`src/rtl/apb_uart_rx_pkg.sv`:
```
// Shared definitions for the APB UART receiver: receiver FSM states,
// register offsets and STATUS bit positions.
package apb_uart_rx_pkg;

    typedef enum logic [1:0] {
        ST_IDLE,
        ST_START,
        ST_DATA,
        ST_STOP
    } rx_state_e;

    localparam logic [1:0] UART_RX_DATA   = 2'd0;
    localparam logic [1:0] UART_RX_STATUS = 2'd1;
    localparam logic [1:0] UART_RX_CLEAR  = 2'd2;

    localparam int STAT_EMPTY     = 0;
    localparam int STAT_FULL      = 1;
    localparam int STAT_FERR      = 2;
    localparam int STAT_OVERRUN   = 3;
    localparam int STAT_COUNT_LSB = 8;

endpackage

```
`src/rtl/uart_rx_fifo.sv`:
```
// Circular byte FIFO of 2^ADDR_EXP entries; push and pop may share a cycle,
// including a push into a full FIFO that is being popped at the same time.
module uart_rx_fifo #(
    parameter int ADDR_EXP = 4
) (
    input  logic              clk,
    input  logic              reset,
    input  logic              push,
    input  logic [7:0]        din,
    input  logic              pop,
    output logic [7:0]        dout,
    output logic              empty,
    output logic              full,
    output logic [ADDR_EXP:0] count
);

    localparam int DEPTH = 1 << ADDR_EXP;

    logic [7:0]          mem [DEPTH];
    logic [ADDR_EXP-1:0] wr_ptr;
    logic [ADDR_EXP-1:0] rd_ptr;
    logic                wr_en;
    logic                rd_en;

    assign rd_en = pop & ~empty;
    assign wr_en = push & (~full | rd_en);

    always_ff @(posedge clk) begin
        if (wr_en) begin
            mem[wr_ptr] <= din;
        end
    end

    always_ff @(posedge clk or posedge reset) begin
        if (reset) begin
            wr_ptr <= '0;
            rd_ptr <= '0;
            count  <= '0;
        end else begin
            if (wr_en) begin
                wr_ptr <= wr_ptr + ADDR_EXP'(1);
            end
            if (rd_en) begin
                rd_ptr <= rd_ptr + ADDR_EXP'(1);
            end
            case ({wr_en, rd_en})
                2'b10:   count <= count + (ADDR_EXP+1)'(1);
                2'b01:   count <= count - (ADDR_EXP+1)'(1);
                default: count <= count;
            endcase
        end
    end

    // When full, wr_ptr equals rd_ptr; the head is read combinationally
    // before the edge that overwrites it.
    assign dout  = mem[rd_ptr];
    assign empty = (count == '0);
    assign full  = (count == (ADDR_EXP+1)'(DEPTH));

endmodule

```
`src/rtl/apb_uart_rx.sv`:
```
// APB slave UART receiver: 8N1 deserialiser feeding a byte FIFO, with
// DATA / STATUS / CLEAR registers and zero-wait-state access.
module apb_uart_rx
    import apb_uart_rx_pkg::*;
#(
    parameter int BUS_WIDTH    = 16,
    parameter int DATA_WIDTH   = 16,
    parameter int CLKS_PER_BIT = 434,
    parameter int ADDR_EXP     = 4
) (
    input  logic                  clk,
    input  logic                  reset,
    input  logic [BUS_WIDTH-1:0]  S_PADDR,
    input  logic                  S_PWRITE,
    input  logic                  S_PSELx,
    input  logic                  S_PENABLE,
    input  logic [DATA_WIDTH-1:0] S_PWDATA,
    output logic [DATA_WIDTH-1:0] S_PRDATA,
    output logic                  S_PREADY,
    input  logic                  rx_wire
);

    localparam int              CNT_W     = $clog2(CLKS_PER_BIT);
    localparam logic [CNT_W-1:0] BIT_LAST  = CNT_W'(CLKS_PER_BIT - 1);
    localparam logic [CNT_W-1:0] HALF_LAST = CNT_W'(CLKS_PER_BIT / 2 - 1);

    logic              rx_meta;
    logic              rx_s;
    rx_state_e         state_q, state_d;
    logic [CNT_W-1:0]  cnt_q, cnt_d;
    logic [2:0]        bit_q, bit_d;
    logic [7:0]        shreg_q, shreg_d;
    logic              line_high_q, line_high_d;
    logic              push_req;
    logic              ferr_set;
    logic              frame_err;
    logic              overrun;

    logic              access;
    logic              rd_access;
    logic              wr_access;
    logic [1:0]        addr;
    logic              pop_req;
    logic              clr_req;
    logic              ovr_set;
    logic [7:0]        fifo_dout;
    logic              fifo_empty;
    logic              fifo_full;
    logic [ADDR_EXP:0] fifo_count;
    logic              unused_bus;

    assign unused_bus = ^{S_PADDR[BUS_WIDTH-1:2], S_PWDATA[DATA_WIDTH-1:2]};

    // Input synchroniser; idles high so reset does not look like a start bit.
    always_ff @(posedge clk or posedge reset) begin
        if (reset) begin
            rx_meta <= 1'b1;
            rx_s    <= 1'b1;
        end else begin
            rx_meta <= rx_wire;
            rx_s    <= rx_meta;
        end
    end

    always_ff @(posedge clk or posedge reset) begin
        if (reset) begin
            state_q     <= ST_IDLE;
            cnt_q       <= '0;
            bit_q       <= '0;
            line_high_q <= 1'b0;
        end else begin
            state_q     <= state_d;
            cnt_q       <= cnt_d;
            bit_q       <= bit_d;
            line_high_q <= line_high_d;
        end
    end

    always_ff @(posedge clk) begin
        shreg_q <= shreg_d;
    end

    // A new start needs a high-to-low edge, so a held break reports only once.
    always_comb begin
        state_d     = state_q;
        cnt_d       = cnt_q + CNT_W'(1);
        bit_d       = bit_q;
        shreg_d     = shreg_q;
        line_high_d = line_high_q;
        push_req    = 1'b0;
        ferr_set    = 1'b0;
        case (state_q)
            ST_IDLE: begin
                cnt_d = '0;
                if (rx_s) begin
                    line_high_d = 1'b1;
                end else if (line_high_q) begin
                    state_d     = ST_START;
                    bit_d       = '0;
                    line_high_d = 1'b0;
                end
            end
            ST_START: begin
                if (cnt_q == HALF_LAST) begin
                    cnt_d   = '0;
                    state_d = rx_s ? ST_IDLE : ST_DATA;
                end
            end
            ST_DATA: begin
                if (cnt_q == BIT_LAST) begin
                    cnt_d   = '0;
                    shreg_d = {rx_s, shreg_q[7:1]};
                    bit_d   = bit_q + 3'd1;
                    if (bit_q == 3'd7) begin
                        state_d = ST_STOP;
                    end
                end
            end
            ST_STOP: begin
                if (cnt_q == BIT_LAST) begin
                    cnt_d       = '0;
                    state_d     = ST_IDLE;
                    line_high_d = rx_s;
                    push_req    = rx_s;
                    ferr_set    = ~rx_s;
                end
            end
            default: state_d = ST_IDLE;
        endcase
    end

    assign access    = S_PSELx & S_PENABLE;
    assign rd_access = access & ~S_PWRITE;
    assign wr_access = access & S_PWRITE;
    assign addr      = S_PADDR[1:0];
    assign pop_req   = rd_access & (addr == UART_RX_DATA) & ~fifo_empty;
    assign clr_req   = wr_access & (addr == UART_RX_CLEAR);
    assign ovr_set   = push_req & fifo_full & ~pop_req;
    assign S_PREADY  = access;

    uart_rx_fifo #(
        .ADDR_EXP (ADDR_EXP)
    ) u_fifo (
        .clk   (clk),
        .reset (reset),
        .push  (push_req),
        .din   (shreg_q),
        .pop   (pop_req),
        .dout  (fifo_dout),
        .empty (fifo_empty),
        .full  (fifo_full),
        .count (fifo_count)
    );

    // Sticky flags: a set in the same cycle as a clear wins.
    always_ff @(posedge clk or posedge reset) begin
        if (reset) begin
            frame_err <= 1'b0;
            overrun   <= 1'b0;
        end else begin
            frame_err <= ferr_set | (frame_err & ~(clr_req & S_PWDATA[0]));
            overrun   <= ovr_set  | (overrun   & ~(clr_req & S_PWDATA[1]));
        end
    end

    always_comb begin
        S_PRDATA = '0;
        if (rd_access) begin
            case (addr)
                UART_RX_DATA: begin
                    if (!fifo_empty) begin
                        S_PRDATA[7:0] = fifo_dout;
                    end
                end
                UART_RX_STATUS: begin
                    S_PRDATA[STAT_EMPTY]                    = fifo_empty;
                    S_PRDATA[STAT_FULL]                     = fifo_full;
                    S_PRDATA[STAT_FERR]                     = frame_err;
                    S_PRDATA[STAT_OVERRUN]                  = overrun;
                    S_PRDATA[STAT_COUNT_LSB +: ADDR_EXP+1]  = fifo_count;
                end
                default: S_PRDATA = '0;
            endcase
        end
    end

endmodule

```
`config.mk`:
```
export PLATFORM = sky130hd
export DESIGN_NAME = apb_uart_rx
export DESIGN_NICKNAME = d
export VERILOG_FILES = /design/src/rtl/apb_uart_rx_pkg.sv /design/src/rtl/uart_rx_fifo.sv /design/src/rtl/apb_uart_rx.sv
export SDC_FILE = /design/constraint.sdc
export NUM_CORES = 1
export LEC_CHECK = 0
export ABC_AREA = 0
export CAP_MARGIN = 20
export CELL_PAD_IN_SITES_DETAIL_PLACEMENT = 0
export CELL_PAD_IN_SITES_GLOBAL_PLACEMENT = 1
export CORE_UTILIZATION = 40
export CTS_BUF_LIST = sky130_fd_sc_hd__clkbuf_4
export DETAILED_ROUTE_END_ITERATION = 8
export GPL_ROUTABILITY_DRIVEN = 0
export PLACE_DENSITY_LB_ADDON = 0.25
export SLEW_MARGIN = 15
export SYNTH_ARGS = -nofsm -noshare
export SYNTH_HDL_FRONTEND = slang
export SYNTH_SLANG_ARGS = --single-unit
```
`constraint.sdc`:
```
create_clock -name clk -period 3.2 [get_ports clk]
set_clock_uncertainty 0.15 [all_clocks]
set_input_delay 0.64 -clock clk [delete_from_list [all_inputs] [get_ports clk]]
set_output_delay 0.64 -clock clk [all_outputs]
set_load 0.005 [all_outputs]
```
After elaboration in Yosys (flattened, before gate mapping)
Memories as Yosys holds them, arrays and structs flattened.
Index checks and enable logic that the tools add are counted.
Word-level totals
  register bits: 40
  memory bits (writable): 128
  input bits: 38
  output and inout bits: 17
  logic and storage cells: 101
  memories kept: 1
Memories
  u_fifo.mem: words 16, bits a word 8, read ports 1, clocked after Yosys merged registers in 0, write ports 1, line uart_rx_fifo.sv:19  | logic [7:0] mem [DEPTH];
Operators by class
  add/sub/neg operators: 6
  eq/ne operators: 17
  multiplexer cells: 30
  bitwise gates (word level): 24
  reductions and logical operators: 11
Operator list (number)
  9-bit one-hot mux with 3 select lines: 1
  9-bit two-way mux: 2
  1-bit bitwise AND: 14
  2-bit two-way mux: 7
  13-bit two-way mux: 1
  2-bit inequality test, second input constant: 6
  5-bit one-hot mux with 2 select lines: 1
  9-bit by 1-bit adder with 9-bit output, second input constant: 1
  9-bit by 8-bit equality test with 1-bit output, second input constant: 1
  9-bit equality test, second input constant: 1
  3-bit two-way mux: 3
  4-bit by 1-bit adder with 4-bit output, second input constant: 2
  2-bit equality test, second input constant: 4
  1-bit two-way mux: 8
  8-bit two-way mux: 1
  2-bit one-hot mux with 4 select lines: 1
  4-bit one-hot mux with 2 select lines: 1
  1-bit NOT: 7
  2-bit by 1-bit equality test with 1-bit output, second input constant: 3
  3-bit one-hot mux with 2 select lines: 1
  6-bit AND reduction: 1
  2-bit nonzero test: 3
  5-bit by 1-bit adder with 5-bit output, second input constant: 1
  5-bit equality test, second input constant: 1
  12 further kinds: 16

Depth between registers and ports, before layout
  word-level depth: 9
  mapped depth: 15
  mapped depth without buffers: 13

Hierarchy
A second synthesis with hierarchy kept.
Unflattened totals
  cells, all modules: 434
  area, all modules: 7219.4 µm²
By module, submodules not included
  uart_rx_fifo: times used 1, cells each 309, area an instance 5816.8 µm², seq. area each 4169.0 µm²
  apb_uart_rx: times used 1, cells each 125, area an instance 1402.6 µm², seq. area each 718.2 µm²

Least setup slack after synthesis
No wires, ideal clock.
  path kind: in2reg
  start point: input S_PWRITE
  end point: register u_fifo.count[4]
  setup time: 0.124 ns
  arrival: 2.915 ns
  required time: 2.926 ns
  slack: 0.011 ns
  stages: 13
  path buffers: 2
  cell sequence: or2_2 -> o311ai_2 -> and2_1 -> buf_2 -> inv_1 -> ha_1 -> clkbuf_1 -> xor2_1 -> ha_1 -> and3b_1 -> o21ai_0 -> a21oi_1 -> xnor2_1
Between the ends
  word-level cells in the longest chain between the ends: 9
  elaborated cells on any way between the ends: 11
  those cells by class: 2 x eq/ne; 1 x mux; 7 x bitwise; 1 x reduce/logical
RTL lines
  start: declaration: line apb_uart_rx.sv:14  | input logic S_PWRITE,
  1-bit NOT *: line apb_uart_rx.sv:133  | assign rd_access = access & ~S_PWRITE;
  1-bit bitwise AND *: line apb_uart_rx.sv:133
  1-bit bitwise AND * (2 in series): line apb_uart_rx.sv:136  | assign pop_req = rd_access & (addr == UART_RX_DATA) & ~fifo_empty;
  1-bit bitwise AND *: line uart_rx_fifo.sv:25  | assign rd_en = pop & ~empty;
  1-bit bitwise OR: line uart_rx_fifo.sv:26  | assign wr_en = push & (~full | rd_en);
  1-bit bitwise AND: line uart_rx_fifo.sv:26
  2-bit by 1-bit equality test with 1-bit output / 2-bit equality test (equally long branches): line uart_rx_fifo.sv:46  | case ({wr_en, rd_en})
  5-bit one-hot mux with 2 select lines / 2-bit nonzero test (equally long branches)
  end signal: assignment: line uart_rx_fifo.sv:47  | 2'b10: count <= count + (ADDR_EXP+1)'(1);
  end signal: assignment: line uart_rx_fifo.sv:48  | 2'b01: count <= count - (ADDR_EXP+1)'(1);
  end signal: assignment: line uart_rx_fifo.sv:49  | default: count <= count;
  end: declaration: line uart_rx_fifo.sv:14  | output logic [ADDR_EXP:0] count
Every way passes the cells marked *; elsewhere a longest branch is shown, timed or not.
A chain may end at the register's enable or synchronous reset.

Final worst setup path
  start point: register u_fifo.rd_ptr[2]
  end point: output S_PRDATA[1]
Between the ends
  word-level cells in the longest chain between the ends: 4
RTL lines
  start: declaration: line uart_rx_fifo.sv:21  | logic [ADDR_EXP-1:0] rd_ptr;
  start signal: assignment: line uart_rx_fifo.sv:44  | rd_ptr <= rd_ptr + ADDR_EXP'(1);
  memory 16 x 8 bit
  8-bit two-way mux: line apb_uart_rx.sv:171  | if (!fifo_empty) begin
  4-bit one-hot mux with 2 select lines: line apb_uart_rx.sv:169  | case (addr)
  13-bit two-way mux: line apb_uart_rx.sv:168  | if (rd_access) begin
  end: declaration: line apb_uart_rx.sv:18  | output logic [DATA_WIDTH-1:0] S_PRDATA,
Every way passes these cells.

==> results.rst <==
.. list-table::
   :header-rows: 1

   * - Metric
     - Value
   * - Post-layout util
     - between 40% and 50%
   * - Final non-filler cell total
     - ~720
   * - Type of the setup path with the least slack
     - register to primary output
   * - Count of boundary I/O pins
     - 55
   * - Pin slew with the least headroom to its limit
     - between 0.7 and 0.8 ns
   * - Maximum net fanout on the critical path
     - 4
   * - Yosys reg bits
     - around 170
   * - Ordered list of cells on the worst path
     - buf_8, buf_12, mux4_2, mux4_2, nand2_2, o31ai_2, buf_2
   * - Count of unresolved DRC violations after routing
     - 0
   * - Cells on worst reg2reg path
     - 13
   * - Headroom to the max-slew limit
     - 51.5%
   * - Area of the mapped netlist
     - between 0.007 and 0.008 mm2
   * - Vert. Die Dim
     - about 130 um
   * - Launch point of the critical path
     - u_fifo.rd_ptr[2]
   * - Number of optimization iterations in the first detailed-route pass
     - 4
   * - Number of buffer and inverter stages on the critical path
     - 3
   * - Gate count of the mapped netlist
     - 404
   * - Effective utilization at floorplan
     - ~40%
   * - CP top delay family
     - multiplexers
   * - TritonCTS clock tree
     - yes
   * - H-tree levels
     - 4
   * - Iteration-0 DRC Markers
     - 299
   * - Tmin final
     - approximately 3.3 ns
   * - Setup slack, reg-to-reg
     - ~0.18 ns
   * - Peak ir drop on the vdd network
     - 0.000285 V
   * - Core box area
     - roughly 0.017 mm2
   * - Crit. path cell count
     - 7
   * - Fraction of the yosys area taken by sequential cells
     - around 70%
   * - Total count of hold-check failures in the final report
     - 0
   * - Final worst slack
     - -0.133 ns
   * - Crit. End Element
     - primary output
   * - Setup TNS
     - -0.459 ns
   * - Wire length of the first global-routing pass
     - approximately 22 mm
   * - Most prevalent standard cell on the critical path
     - sky130_fd_sc_hd__mux4_2
   * - Via Count
     - 3,772
   * - Layout net count
     - 536
   * - Netlist cell types
     - 48
   * - Critical-path cell with the highest stage delay
     - sky130_fd_sc_hd__mux4_2
   * - Max Freq
     - 300 MHz
   * - Count of input and output buffers
     - 23
   * - Area contributors post-synth
     - sky130_fd_sc_hd__edfxtp_1 58%, sky130_fd_sc_hd__dfrtp_1 11%, sky130_fd_sc_hd__mux4_2 11%
   * - Leading area contributor after synthesis
     - sky130_fd_sc_hd__edfxtp_1
   * - Worst setup SP type
     - register
   * - Commonest cells after routing, fill and taps aside
     - 136 x sky130_fd_sc_hd__edfxtp_1, 38 x sky130_fd_sc_hd__buf_4, 36 x sky130_fd_sc_hd__mux4_2, 28 x sky130_fd_sc_hd__dfrtp_1, 19 x sky130_fd_sc_hd__clkbuf_4
   * - Cell Count Post-Placement
     - about 670
   * - Number of antenna violations at the first check in global routing
     - 1
   * - Pin count of the biggest net entering global routing
     - 33
   * - Area share of the largest cell type after synthesis
     - 57.8%
   * - Post-DP HPWL
     - roughly 9.0 mm
   * - CTS Sinks
     - around 170
   * - Clock Tree Root
     - sky130_fd_sc_hd__clkbuf_4
   * - Critical Path End
     - S_PRDATA[1]
   * - Synthesis warning total
     - 0
   * - Number of flops mapped to enable cells by yosys
     - approximately 140
   * - Clock transition at path regs
     - between 0.1 and 0.15 ns
   * - Worst-case clock buffer depth
     - 2
   * - Launch point of the worst reg-to-reg path
     - u_fifo.count[2]
   * - CTS Buf Count
     - 17
   * - Avg Synthesized Cell Area
     - roughly 17 um2
   * - Number of slew-limit violations in the final report
     - 0
   * - Number of max-cap violations
     - 0
   * - Final ANT Viol Nets
     - 0
   * - CP max stage delay
     - around 0.51 ns
   * - Fraction of registers with async set or reset after synthesis
     - roughly a fifth
   * - Worst hold margin
     - between 0.2 and 0.25 ns
   * - Worst EP required
     - approximately 2.4 ns
   * - GRT Total Usage
     - 17.2%
   * - Critical path arrival
     - approximately 2.5 ns
   * - Violations in the final reports
     - setup timing
   * - Average detailed-routed wire length per instance
     - ~20 um
   * - Die footprint
     - 0.0182 mm2
   * - PwrDens
     - a little under 600 mW/mm2
   * - Clock network latency to the later pin of the worst-skew pair
     - approximately 0.55 ns
   * - Most frequent standard cell in the layout excluding fill and tap cells
     - sky130_fd_sc_hd__edfxtp_1
   * - Unrepaired setup endpoints after global routing
     - yes
   * - Final setup violation count
     - 6
   * - Drt via density
     - 5.22
   * - Number of placement rows
     - 48
   * - Reg-to-reg critical path endpoint
     - u_fifo.count[4]
   * - Share of the clock period used by the worst path after layout
     - 104%
   * - Proportion of layout cells with a drive suffix above 1
     - 30.8%
   * - Wire length after detailed routing
     - approximately 14 mm
   * - Static power due to leakage
     - 3.05 nW
   * - Path category of the worst min-delay check
     - register to register
   * - GR Overflow Total
     - 0
   * - Area Overhead vs Synth
     - 19.4%
   * - Run status
     - finished, violations left
   * - Number of global-route vias before repair
     - about 4k
   * - Die width
     - ~130 um
   * - Primary flip-flop cell chosen by synthesis mapping
     - sky130_fd_sc_hd__edfxtp_1
[area by class of cell]
| class | count | area, um2 |
|---|---|---|
| Antenna cell | 1 | 2.50 |
| Clock buffer | 19 | 143 |
| Clock inverter | 11 | 150 |
| Fill cell | 1491 | 8860 |
| Inverter | 12 | 45.0 |
| Multi-Input combinational cell | 205 | 2060 |
| Sequential cell | 168 | 4890 |
| Tap cell | 225 | 282 |
| Timing Repair Buffer | 81 | 866 |
[per-layer routing]
layer  GRT usage [%]  share of wire (%)
met1            23.0                 44
met2            27.4                 50
met3            4.43                4.5
met4            5.99                1.1
met5               0                  0
[logic make-up (layout without fill, tap and decap cells)]
group | count (synthesis) | count (layout) | share of synthesized area, %
flip-flops | 168 | 168 | 69.2
AND/OR/NAND/NOR | 83 | 83 | 6.48
multiplexers | 50 | 50 | 13.8
AO/OA/AOI/OAI | 36 | 36 | 3.51
buffers and inverters | 33 | 123 | 2.27
XOR/XNOR | 20 | 20 | 2.48
adder cells (fa/ha/maj) | 13 | 13 | 2.30
other | 1 | 4 | 0.0531
[sequential cells by signal, summed over array words and instances, names as in the netlist, named ones only]
name	cells
rx_s	1
bit_q	3
u_fifo.mem	128
cnt_q	9
line_high_q	1
rx_meta	1
state_q	1
u_fifo.rd_ptr	4
overrun	1
u_fifo.wr_ptr	4
frame_err	1
shreg_q	8
u_fifo.count	5
[synthesized netlist by cell type, drive strengths merged (8+ instances only)]
cell type / n
edfxtp: 136
mux4: 36
dfrtp: 30
and3: 16
nor2: 14
buf: 13
ha: 13
inv: 12
nand2: 12
o21ai: 12
xnor2: 10
xor2: 10
a21oi: 9
clkbuf: 8
mux2: 8
nor2b: 8
[worst min path at each step]
stage                       start    to  slack, ns  cells after the start
after floorplan           rx_meta  rx_s       0.20                      0
after global placement    rx_meta  rx_s       0.20                      0
after detailed placement  rx_meta  rx_s       0.20                      0
after CTS                 rx_meta  rx_s       0.22                      0
after global routing      rx_meta  rx_s       0.21                      0
final                     rx_meta  rx_s       0.21                      0
[where the power goes]
group | total [mW] | switching [mW] | internal [mW]
sequential | 2.51 | 0.118 | 2.39
clock | 1.26 | 0.705 | 0.553
combinational | 1.19 | 0.495 | 0.697
total | 4.96 | 1.32 | 3.65
[per-stage QoR]
stage | worst slack, ns | cell area, um2 | power (mW)
floorplan | 0.0112 | 7070 | 3.25
global placement | -0.313 | 7940 | 3.54
detailed placement | -0.352 | 7940 | 3.55
CTS | -0.259 | 8450 | 5.05
global route | -0.262 | 8440 | 5.20
finish | -0.133 | 8440 | 4.96
[timing repair]
item / 4_1_cts / 5_1_grt
cloned: 3 / 0
pin swaps: 3 / 5
hold endpoints to repair: 0 / 0
buffers inserted: 15 / 1
endpoints found under the setup margin: 12 / 11
hold buffers: 0 / 0
gates resized for setup: 41 / 13
(Power assumes the default switching activity.)
